**config.mk**
```make
export PLATFORM = sky130hd
export DESIGN_NAME = mixer_iq_scheduler
export DESIGN_NICKNAME = d
export VERILOG_FILES = /design/src/rtl/mixer_sched_pkg.sv /design/src/rtl/mixer_rr_arbiter.sv /design/src/rtl/mixer_iq_scheduler.sv
export SDC_FILE = /design/constraint.sdc
export NUM_CORES = 1
export LEC_CHECK = 0
export CAP_MARGIN = 20
export CORE_AREA = 2 2 166 168
export DETAILED_ROUTE_END_ITERATION = 12
export DIE_AREA = 0 0 168 170
export PLACE_DENSITY = 0.78
export REMOVE_ABC_BUFFERS = 1
export SLEW_MARGIN = 25
export SYNTH_ARGS = -nofsm -noshare
export SYNTH_HDL_FRONTEND = slang
export SYNTH_SLANG_ARGS = --single-unit
```
**constraint.sdc**
```tcl
create_clock -name clk -period 2.3 [get_ports clk]
set_input_delay 0.46 -clock clk [delete_from_list [all_inputs] [get_ports clk]]
set_output_delay 0.46 -clock clk [all_outputs]
set_load 0.02 [all_outputs]
```
**src/rtl/mixer_sched_pkg.sv**
```systemverilog
// Shared widths, channel-index width and the tag type for the mixer scheduler.
// Latency: n/a (types and constants only).
// Backpressure: n/a.
package mixer_sched_pkg;

    localparam int N_CH_DEF    = 4;
    localparam int DW_DEF      = 16;
    localparam int NCO_W_DEF   = 18;
    localparam int OUT_W_DEF   = 20;
    localparam int MIX_LAT_DEF = 2;

    // Largest supported channel count; the tag carries an index wide enough for it
    // so one tag type serves every legal N_CH.
    localparam int N_CH_MAX = 8;
    localparam int CH_W     = $clog2(N_CH_DEF);
    localparam int TAG_CH_W = $clog2(N_CH_MAX);

    typedef struct packed {
        logic                vld;
        logic [TAG_CH_W-1:0] ch;
    } tag_t;

    function automatic tag_t make_tag(input logic vld, input logic [TAG_CH_W-1:0] ch);
        tag_t t;
        t.vld = vld;
        t.ch  = vld ? ch : '0;
        return t;
    endfunction

endpackage

```
**src/rtl/mixer_rr_arbiter.sv**
```systemverilog
// Round-robin arbiter: first requester after the last grant wins.
// Latency: grant is combinational from req; pointer updates at the grant edge.
// Backpressure: none; a grant is always accepted.
module mixer_rr_arbiter #(
    parameter int N_CH = 4,
    parameter int IW   = $clog2(N_CH)
) (
    input  logic            clk,
    input  logic            rst_n,
    input  logic [N_CH-1:0] req,
    output logic            grant_vld,
    output logic [IW-1:0]   grant_idx
);

    logic [IW-1:0] ptr;
    int            j;

    // Scan offsets from far to near so the nearest requester after ptr is the last write and wins.
    always_comb begin
        grant_vld = 1'b0;
        grant_idx = '0;
        j         = 0;
        for (int i = N_CH; i >= 1; i--) begin
            j = int'(ptr) + i;
            if (j >= N_CH) begin
                j = j - N_CH;
            end
            if (req[j[IW-1:0]]) begin
                grant_vld = 1'b1;
                grant_idx = j[IW-1:0];
            end
        end
    end

    // Pointer follows the most recent grant; held when nothing is granted.
    always_ff @(posedge clk or negedge rst_n) begin
        if (!rst_n) begin
            ptr <= IW'(N_CH - 1);
        end else if (grant_vld) begin
            ptr <= grant_idx;
        end
    end

endmodule

```
**src/rtl/mixer_iq_scheduler.sv**
```systemverilog
// Time-shares one mixer between N_CH streams via 1-deep holds, RR grant and a tag pipe.
// Latency: s_valid -> m_valid is 3+MIX_LAT clocks uncontended; 1 result per clock.
// Backpressure: none; a load onto an ungranted full hold overwrites it and sets ovf.
// Optional: define MIX_SCHED_CNT_EN for saturating per-channel drop counters.
module mixer_iq_scheduler
    import mixer_sched_pkg::*;
#(
    parameter int N_CH    = N_CH_DEF,
    parameter int DW      = DW_DEF,
    parameter int NCO_W   = NCO_W_DEF,
    parameter int OUT_W   = OUT_W_DEF,
    parameter int MIX_LAT = MIX_LAT_DEF
) (
    input  logic                      clk,
    input  logic                      rst_n,
    input  logic [N_CH-1:0]           ch_en,
    input  logic [N_CH-1:0]           s_valid,
    input  logic [N_CH*DW-1:0]        s_data,
    input  logic [N_CH*NCO_W-1:0]     nco_i,
    input  logic [N_CH*NCO_W-1:0]     nco_q,
    input  logic                      ovf_clr,
    output logic [DW-1:0]             mix_in,
    output logic [NCO_W-1:0]          mix_nco_i,
    output logic [NCO_W-1:0]          mix_nco_q,
    input  logic [OUT_W-1:0]          mix_o_i,
    input  logic [OUT_W-1:0]          mix_o_q,
    output logic                      m_valid,
    output logic [$clog2(N_CH)-1:0]   m_ch,
    output logic [OUT_W-1:0]          m_i,
    output logic [OUT_W-1:0]          m_q,
    output logic [N_CH-1:0]           ovf,
    output logic [N_CH*16-1:0]        drop_cnt
);

    localparam int CHW = $clog2(N_CH);

    logic [N_CH-1:0] hold_full;
    logic [DW-1:0]   hold_dat [N_CH];

    logic [N_CH-1:0] req;
    logic [N_CH-1:0] gnt_oh;
    logic [N_CH-1:0] load;
    logic [N_CH-1:0] ovr;
    logic            grant_vld;
    logic [CHW-1:0]  grant_idx;

    tag_t            tag_pipe [MIX_LAT+1];
    tag_t            tag_out;
    logic            tag_ch_unused;

    // A disabled channel never requests, even during the cycle its hold is being flushed.
    assign req  = hold_full & ch_en;
    assign load = s_valid & ch_en;
    // Reloading in the same cycle the hold is granted is a clean hand-off, not an overwrite.
    assign ovr  = load & hold_full & ~gnt_oh;

    mixer_rr_arbiter #(
        .N_CH (N_CH),
        .IW   (CHW)
    ) u_arb (
        .clk       (clk),
        .rst_n     (rst_n),
        .req       (req),
        .grant_vld (grant_vld),
        .grant_idx (grant_idx)
    );

    // One-hot form of the grant for the per-channel hold update.
    always_comb begin
        gnt_oh = '0;
        if (grant_vld) begin
            gnt_oh[grant_idx] = 1'b1;
        end
    end

    // Hold registers: newest sample wins; grant empties unless reloaded; disable flushes.
    always_ff @(posedge clk or negedge rst_n) begin
        if (!rst_n) begin
            hold_full <= '0;
            for (int k = 0; k < N_CH; k++) begin
                hold_dat[k] <= '0;
            end
        end else begin
            for (int k = 0; k < N_CH; k++) begin
                if (!ch_en[k]) begin
                    hold_full[k] <= 1'b0;
                end else if (load[k]) begin
                    hold_full[k] <= 1'b1;
                    hold_dat[k]  <= s_data[k*DW +: DW];
                end else if (gnt_oh[k]) begin
                    hold_full[k] <= 1'b0;
                end
            end
        end
    end

    // Mixer operands: register the granted sample with its channel's live NCO words.
    always_ff @(posedge clk or negedge rst_n) begin
        if (!rst_n) begin
            mix_in    <= '0;
            mix_nco_i <= '0;
            mix_nco_q <= '0;
        end else if (grant_vld) begin
            mix_in    <= hold_dat[grant_idx];
            mix_nco_i <= nco_i[grant_idx*NCO_W +: NCO_W];
            mix_nco_q <= nco_q[grant_idx*NCO_W +: NCO_W];
        end
    end

    // Tag pipe: stage 0 lines up with mix_*, the last stage with the mixer's result.
    always_ff @(posedge clk or negedge rst_n) begin
        if (!rst_n) begin
            for (int i = 0; i <= MIX_LAT; i++) begin
                tag_pipe[i] <= '0;
            end
        end else begin
            tag_pipe[0] <= make_tag(grant_vld, TAG_CH_W'(grant_idx));
            for (int i = 1; i <= MIX_LAT; i++) begin
                tag_pipe[i] <= tag_pipe[i-1];
            end
        end
    end

    assign tag_out       = tag_pipe[MIX_LAT];
    // Upper tag index bits are only meaningful for the largest channel counts.
    assign tag_ch_unused = ^tag_out.ch;

    // Result registers: data only captured with a valid tag so idle outputs stay stable.
    always_ff @(posedge clk or negedge rst_n) begin
        if (!rst_n) begin
            m_valid <= 1'b0;
            m_ch    <= '0;
            m_i     <= '0;
            m_q     <= '0;
        end else begin
            m_valid <= tag_out.vld;
            if (tag_out.vld) begin
                m_ch <= CHW'(tag_out.ch);
                m_i  <= mix_o_i;
                m_q  <= mix_o_q;
            end
        end
    end

    // Sticky overwrite flags; a clear wins over a set in the same cycle.
    always_ff @(posedge clk or negedge rst_n) begin
        if (!rst_n) begin
            ovf <= '0;
        end else if (ovf_clr) begin
            ovf <= '0;
        end else begin
            ovf <= ovf | ovr;
        end
    end

`ifdef MIX_SCHED_CNT_EN
    logic [15:0] cnt [N_CH];

    // Saturating drop counters, cleared together with the flags.
    always_ff @(posedge clk or negedge rst_n) begin
        if (!rst_n) begin
            for (int k = 0; k < N_CH; k++) begin
                cnt[k] <= '0;
            end
        end else begin
            for (int k = 0; k < N_CH; k++) begin
                if (ovf_clr) begin
                    cnt[k] <= '0;
                end else if (ovr[k] && (cnt[k] != 16'hFFFF)) begin
                    cnt[k] <= cnt[k] + 16'd1;
                end
            end
        end
    end

    // Flatten the counters onto the output bus.
    always_comb begin
        drop_cnt = '0;
        for (int k = 0; k < N_CH; k++) begin
            drop_cnt[k*16 +: 16] = cnt[k];
        end
    end
`else
    assign drop_cnt = '0;
`endif

endmodule

```
* After elaboration in Yosys (flattened, before gate mapping) *
Index checks and enable logic that the tools add are counted.

operators by class
  $add $sub $neg = 8
  bitwise logic cells = 7
  order comparisons = 11
  shift operators = 2
  equality and inequality tests = 4
  $mul = 1
  reduce and logical (&&, ||, !) cells = 5
  divide/modulo/power cells = 0
  multiplexer cells = 40

operator list
  kind                 count
  $shiftx 72x8->18     2
  $bmux 16 s2          1
  $mux 16              2
  $mux 1               21
  $mux 2               9
  $and 4x4->4          4
  $lt 2x3->1 const B   5
  $ge 3x3->1 const B   4
  $ne 3x1->1 const B   4
  $bmux 1 s2           4
  $mux 4               2
  $reduce_and 2->1     4
  $sub 2x1->2 const B  4
  $add 2x2->3 const B  2
  $mul 2x4->6 const B  1
  $add 2x3->4 const B  1
  $ge 4x3->1 const B   1
  $not 4->4            1
  $or 4x4->4           1
  $add 2x1->3 const B  1
  $not 2->3            1
  $demux 1 s2          1
  $ge 2x1->1 const B   1
  $logic_and 1x1->1    1

storage, ports and cells
  word-level logic and storage cells = 101
  memory bits (writable) = 0
  output and inout bits = 163
  register bits after elaboration = 178
  bits of input ports = 259
  memories kept = 0
  latch bits = 0
  bits in read-only memories = 0

* Longest topological paths before layout *
  word-level depth = 18
  mapped depth = 9
  gate-level depth less buffers = 6

* Hierarchy *
A second synthesis with hierarchy kept.

second synthesis, totals
  cells, all modules = 651
  area, all modules = 8505.7 sq um

by module, submodules not included
  module              sequential area each (sq um)  area an instance (sq um)  instances  cells each
  mixer_iq_scheduler  4404.2                        8329.2                    1          629
  mixer_rr_arbiter    52.6                          176.4                     1          22

* Least setup slack after synthesis *
OpenSTA, ideal clock, no wires.

  path kind = input port to flip-flop
  start point = input port ch_en[2]
  end point = register mix_in[11]
  buffers on the path = 3
  arrival time = 2.024 ns
  required time = 2.174 ns
  library setup time = 0.126 ns
  stages = 8
  setup slack = 0.150 ns
  cells stage by stage = and2_1 > buf_6 > a211oi_2 > nor2_2 > buf_6 > buf_6 > mux2_4 > a221o_1

between the ends
  word-level cells in the longest chain between the ends = 11
  elaborated cells on any way between the ends = 21
  classes of those cells = mux (19); bitwise (2)

ends and longest elaborated chain
  item                                         RTL line                   RTL
  start: declaration                           mixer_iq_scheduler.sv:16   input logic [N_CH-1:0] ch_en,
  $and 4x4->4 *                                mixer_iq_scheduler.sv:52   assign req = hold_full & ch_en;
  $bmux 1 s2                                   mixer_rr_arbiter.sv:28     if (req[j[IW-1:0]]) begin
  $mux 1 (implied by the code)                 mixer_rr_arbiter.sv:28
  $mux 2 (4 in series)                         mixer_rr_arbiter.sv:28
  $not 2->3 (implied by the code)              mixer_iq_scheduler.sv:104  mix_in <= hold_dat[grant_idx];
  $bmux 16 s2                                  mixer_iq_scheduler.sv:104
  $mux 16 (implied by the code) (2 in series)  mixer_iq_scheduler.sv:104
  end signal: assignment                       mixer_iq_scheduler.sv:104
  end: declaration                             mixer_iq_scheduler.sv:22   output logic [DW-1:0] mix_in,

Mark *: on every way between the ends. The rest lies on a longest branch, timed or not. The select of a mux whose other input is x is not followed.
A chain may end at the register's enable or synchronous reset.

* Final worst setup path *
  start point = input port ch_en[0]
  end point = register mix_nco_q[7]

between the ends
  word-level cells in the longest chain between the ends = 9
  elaborated cells on any way between the ends = 19
  classes of those cells = mul (1); shift (1); mux (16); bitwise (1)

ends and longest elaborated chain
  item                          RTL line                   RTL
  $and 4x4->4 *                 mixer_iq_scheduler.sv:52
  $bmux 1 s2                    mixer_rr_arbiter.sv:28
  $mux 1 (implied by the code)  mixer_rr_arbiter.sv:28
  $mux 2 (4 in series)          mixer_rr_arbiter.sv:28
  $mul 2x4->6                   mixer_iq_scheduler.sv:106  mix_nco_q <= nco_q[grant_idx*NCO_W +: NCO_W];
  $shiftx 72x8->18              mixer_iq_scheduler.sv:106
  end signal: assignment        mixer_iq_scheduler.sv:106
  end: declaration              mixer_iq_scheduler.sv:24   output logic [NCO_W-1:0] mix_nco_q,

Marked as above.

==> flow_metrics.py <==
metrics = {
    "yosys": {
        "yosys_warnings": 0,
        "synth_area_leaders": "dfrtp_1 (51%), mux2_2 (18%), buf_4 (5.8%), a221o_1 (3.7%), a211oi_1 (3.6%)",
        "avgSynthCellArea_um2": 12.0,
        "ys_ff_latch": 178,
        "synth_simple_gate_area_share": 0.0573,
        "synth_top_area_cell": "dfrtp_1",
        "synth_top_family_by_area": "multiplexers",
        "synthXorXnorAreaFrac": 0,
        "ys_top_cells_by_count": "dfrtp_1 (176), mux2_2 (134), buf_4 (66)",
        "yosysMostFrequentCell": "dfrtp_1",
        "synth.distinct_cells": 35,
        "netlist_instances": 714,
        "synth_compound_area_frac": 0.128,
        "synth_seq_area_share": 0.521,
        "synth_mux_area_frac": 0.207,
        "synthAdderAreaFrac": 0,
        "postSynth.asyncResetShare": 1.00,
        "synth_edf_count": 0,
        "synth_area_mm2": 0.00856,
        "ys.flop_type": "dfrtp_1",
        "synth.top_cell.area_share": 0.514,
    },
    "global_route": {
        "grt.total_usage": 0.195,
        "grt_pass1_wl_um": 42500,
        "grt_start_max_net_pins": 76,
        "antenna_found_initial": 0,
        "grt_pass1_vias": 7337,
        "gr-total-overflow": 0,
    },
    "critical_path": {
        "arrival_ps": 2560,
        "reg2reg_slack_ps": 70,
        "critPathMaxFanout": 7,
        "crit_type": "input pin to register",
        "critPathCaptureType": "register",
        "critPathRequiredTime_ps": 2610,
        "worstSetupStartpointType": "input pin",
    },
    "clock_network": {
        "clk_pin_slew_ps": 80,
        "cts_tree": "yes",
        "cts_buffer_depth": 2,
        "worstSkewPairLatency_ps": 430,
        "htree_levels": 4,
        "root_buffer": "clkbuf_16",
        "clock-sinks": 178,
        "numCtsBuffers": 17,
    },
    "power_and_ir_drop": {
        "p_comb_frac": 0.398,
        "clock_power_share": 0.241,
        "power.share.sequential": 0.361,
        "p_int_uw": 7790,
        "swShare": 0.348,
        "powerDensity_mw_per_mm2": 899,
        "p_leak_uw": 0.00561,
        "power_switching_uw": 4150,
        "irDropWorstVdd_v": 0.000488,
    },
    "floorplan": {
        "die_area_mm2": 0.0286,
        "pin_count": 422,
        "die_width_um": 168,
        "rows": 60,
        "start_util": 0.321,
        "core_mm2": 0.0267,
        "die_y_um": 170,
    },
    "finish": {
        "final_util": 0.499,
        "antenna_cells": 0,
        "syn_to_final_growth_pct": 55.2,
        "fill_cells": 2385,
        "final_nets": 1347,
        "layout.cells.non_filler": 1442,
        "drive_gt1_frac": 0.213,
        "final_area_mm2": 0.0133,
    },
    "timing": {
        "hold_viol": 0,
        "fin_ws_ps": 44.8,
        "worst_pin_slew_ps": 531,
        "slew_violations": 0,
        "max-slew-margin-rel": 0.646,
        "clock-skew-final_ps": 13.5,
        "period_minus_slack_ps": 2260,
        "rsz0062_at_grt": "false",
        "fmax_mhz": 443,
        "finalSetupViolCount": 0,
        "fin_crit_sh": 0.981,
        "setup_tns_ps": 0,
    },
    "place": {
        "port-buffer-count": 357,
        "place_congestion": 0.884,
        "place_inst": 1405,
        "pre_cts_slack_ps": -401,
        "hpwl_um": 20500,
        "placed_area_mm2": 0.0126,
    },
    "route": {
        "dr.pass1.iters": 6,
        "postRouteWirelength_um": 29000,
        "wl_per_cell_um": 20.1,
        "antenna_left": 0,
        "drc": 0,
        "vias": 7158,
        "drt_iter0_drc": 468,
        "vias_per_cell": 4.96,
    },
    "run": {
        "maxCapViolCount": 0,
    },
    "hold_path": {
        "hold_class": "register to register",
    },
    "status": {
        "outcome": "finished, final reports clean",
    },
}
==> metal layers <==
| metal | wire length (um) | share of wire | up-vias | GRT usage |
|---|---|---|---|---|
| met1 | 11800 | 0.41 | 3533 | 0.237 |
| met2 | 14300 | 0.49 | 333 | 0.335 |
| met4 | 737 | 0.025 | 0 | 0.0711 |
| met3 | 2160 | 0.074 | 50 | 0.0500 |
| li1 | - | - | 3242 | - |
| met5 | 0 | 0 | - | 0 |
==> flip-flops by register name, indices dropped and copies added, names as in the netlist <==
name	cells
m_valid	1
mix_in	16
mix_nco_q	18
mix_nco_i	18
m_q	20
tag_pipe	6
hold_dat	64
ovf	4
m_ch	2
u_arb.ptr	2
hold_full	4
m_i	20
tag_out	3
==> cell families (layout without fill, tap and decap cells) <==
logic type	after synthesis	after routing
multiplexers	158	158
AO/OA/AOI/OAI	155	155
flip-flops	178	178
buffers and inverters	124	448
other	1	64
AND/OR/NAND/NOR	98	98
==> power by group through the flow <==
stage               Clock, uW  Combinational (uW)  Sequential, uW
finish                   2880                4750            4310
global route             3100                5020            4400
CTS                      2980                4690            4310
detailed placement          0                4680            4350
global placement            0                4610            4330
floorplan                   0                1550            4970
==> path summary, 6_finish.rpt <==
check	startpoint	to	cells after the start
max	ch_en[0]	mix_nco_q[7]	8
max reg2reg	u_arb.ptr[1]	mix_nco_q[7]	7
max in group asynchronous	rst_n	mix_nco_q[5]	3
min	tag_pipe[8]	tag_pipe[4]	0
min in group asynchronous	rst_n	hold_dat[39]	2
min reg2reg	tag_pipe[8]	tag_pipe[4]	0
==> worst max-delay path, stage by stage <==
cell and delay, ps:
clkdlybuf4s50_1 550, and3_1 270, o311ai_4 140, nor2_4 170
buf_12 140, buf_6 170, mux2_2 350, a221o_1 310
==> cell usage in the layout (no fill, tap or decap), types with 21 or more instances in the layout <==
| cell type | count |
|---|---|
| clkdlybuf4s50_1 | 356 |
| dfrtp_1 | 175 |
| mux2_2 | 134 |
| conb_1 | 64 |
| a211oi_1 | 41 |
| o21ai_0 | 37 |
| a21oi_1 | 35 |
| nand3_1 | 32 |
| a221o_1 | 32 |
| buf_4 | 32 |
| nor2_1 | 22 |
| and3_1 | 21 |
==> timing repair <==
item | in CTS | in global routing
endpoints found under the setup margin | 0 | 30
gates resized for setup | 0 | 3
hold endpoints to repair | 34 | 0
buffers inserted | 0 | 1
hold buffers | 1 | 0
==> cell type report <==
type | count | area [um2] | area share
inverters | 8 | 30.0 | 0.00226
well taps | 341 | 427 | 0.0321
flip-flops and latches | 178 | 4460 | 0.335
repair buffers | 408 | 4180 | 0.314
clock inverters | 14 | 138 | 0.0104
clock buffers | 18 | 439 | 0.0330
multi-input cells | 475 | 3620 | 0.272
==> per-stage QoR <==
stage	hold slack [ps]	power, uW
final	344	11900
after global routing	347	12500
after CTS	339	12000
after detailed placement	336	9040
after global placement	332	8940
after floorplan	164	6520
Power figures use the tool's default switching activity.
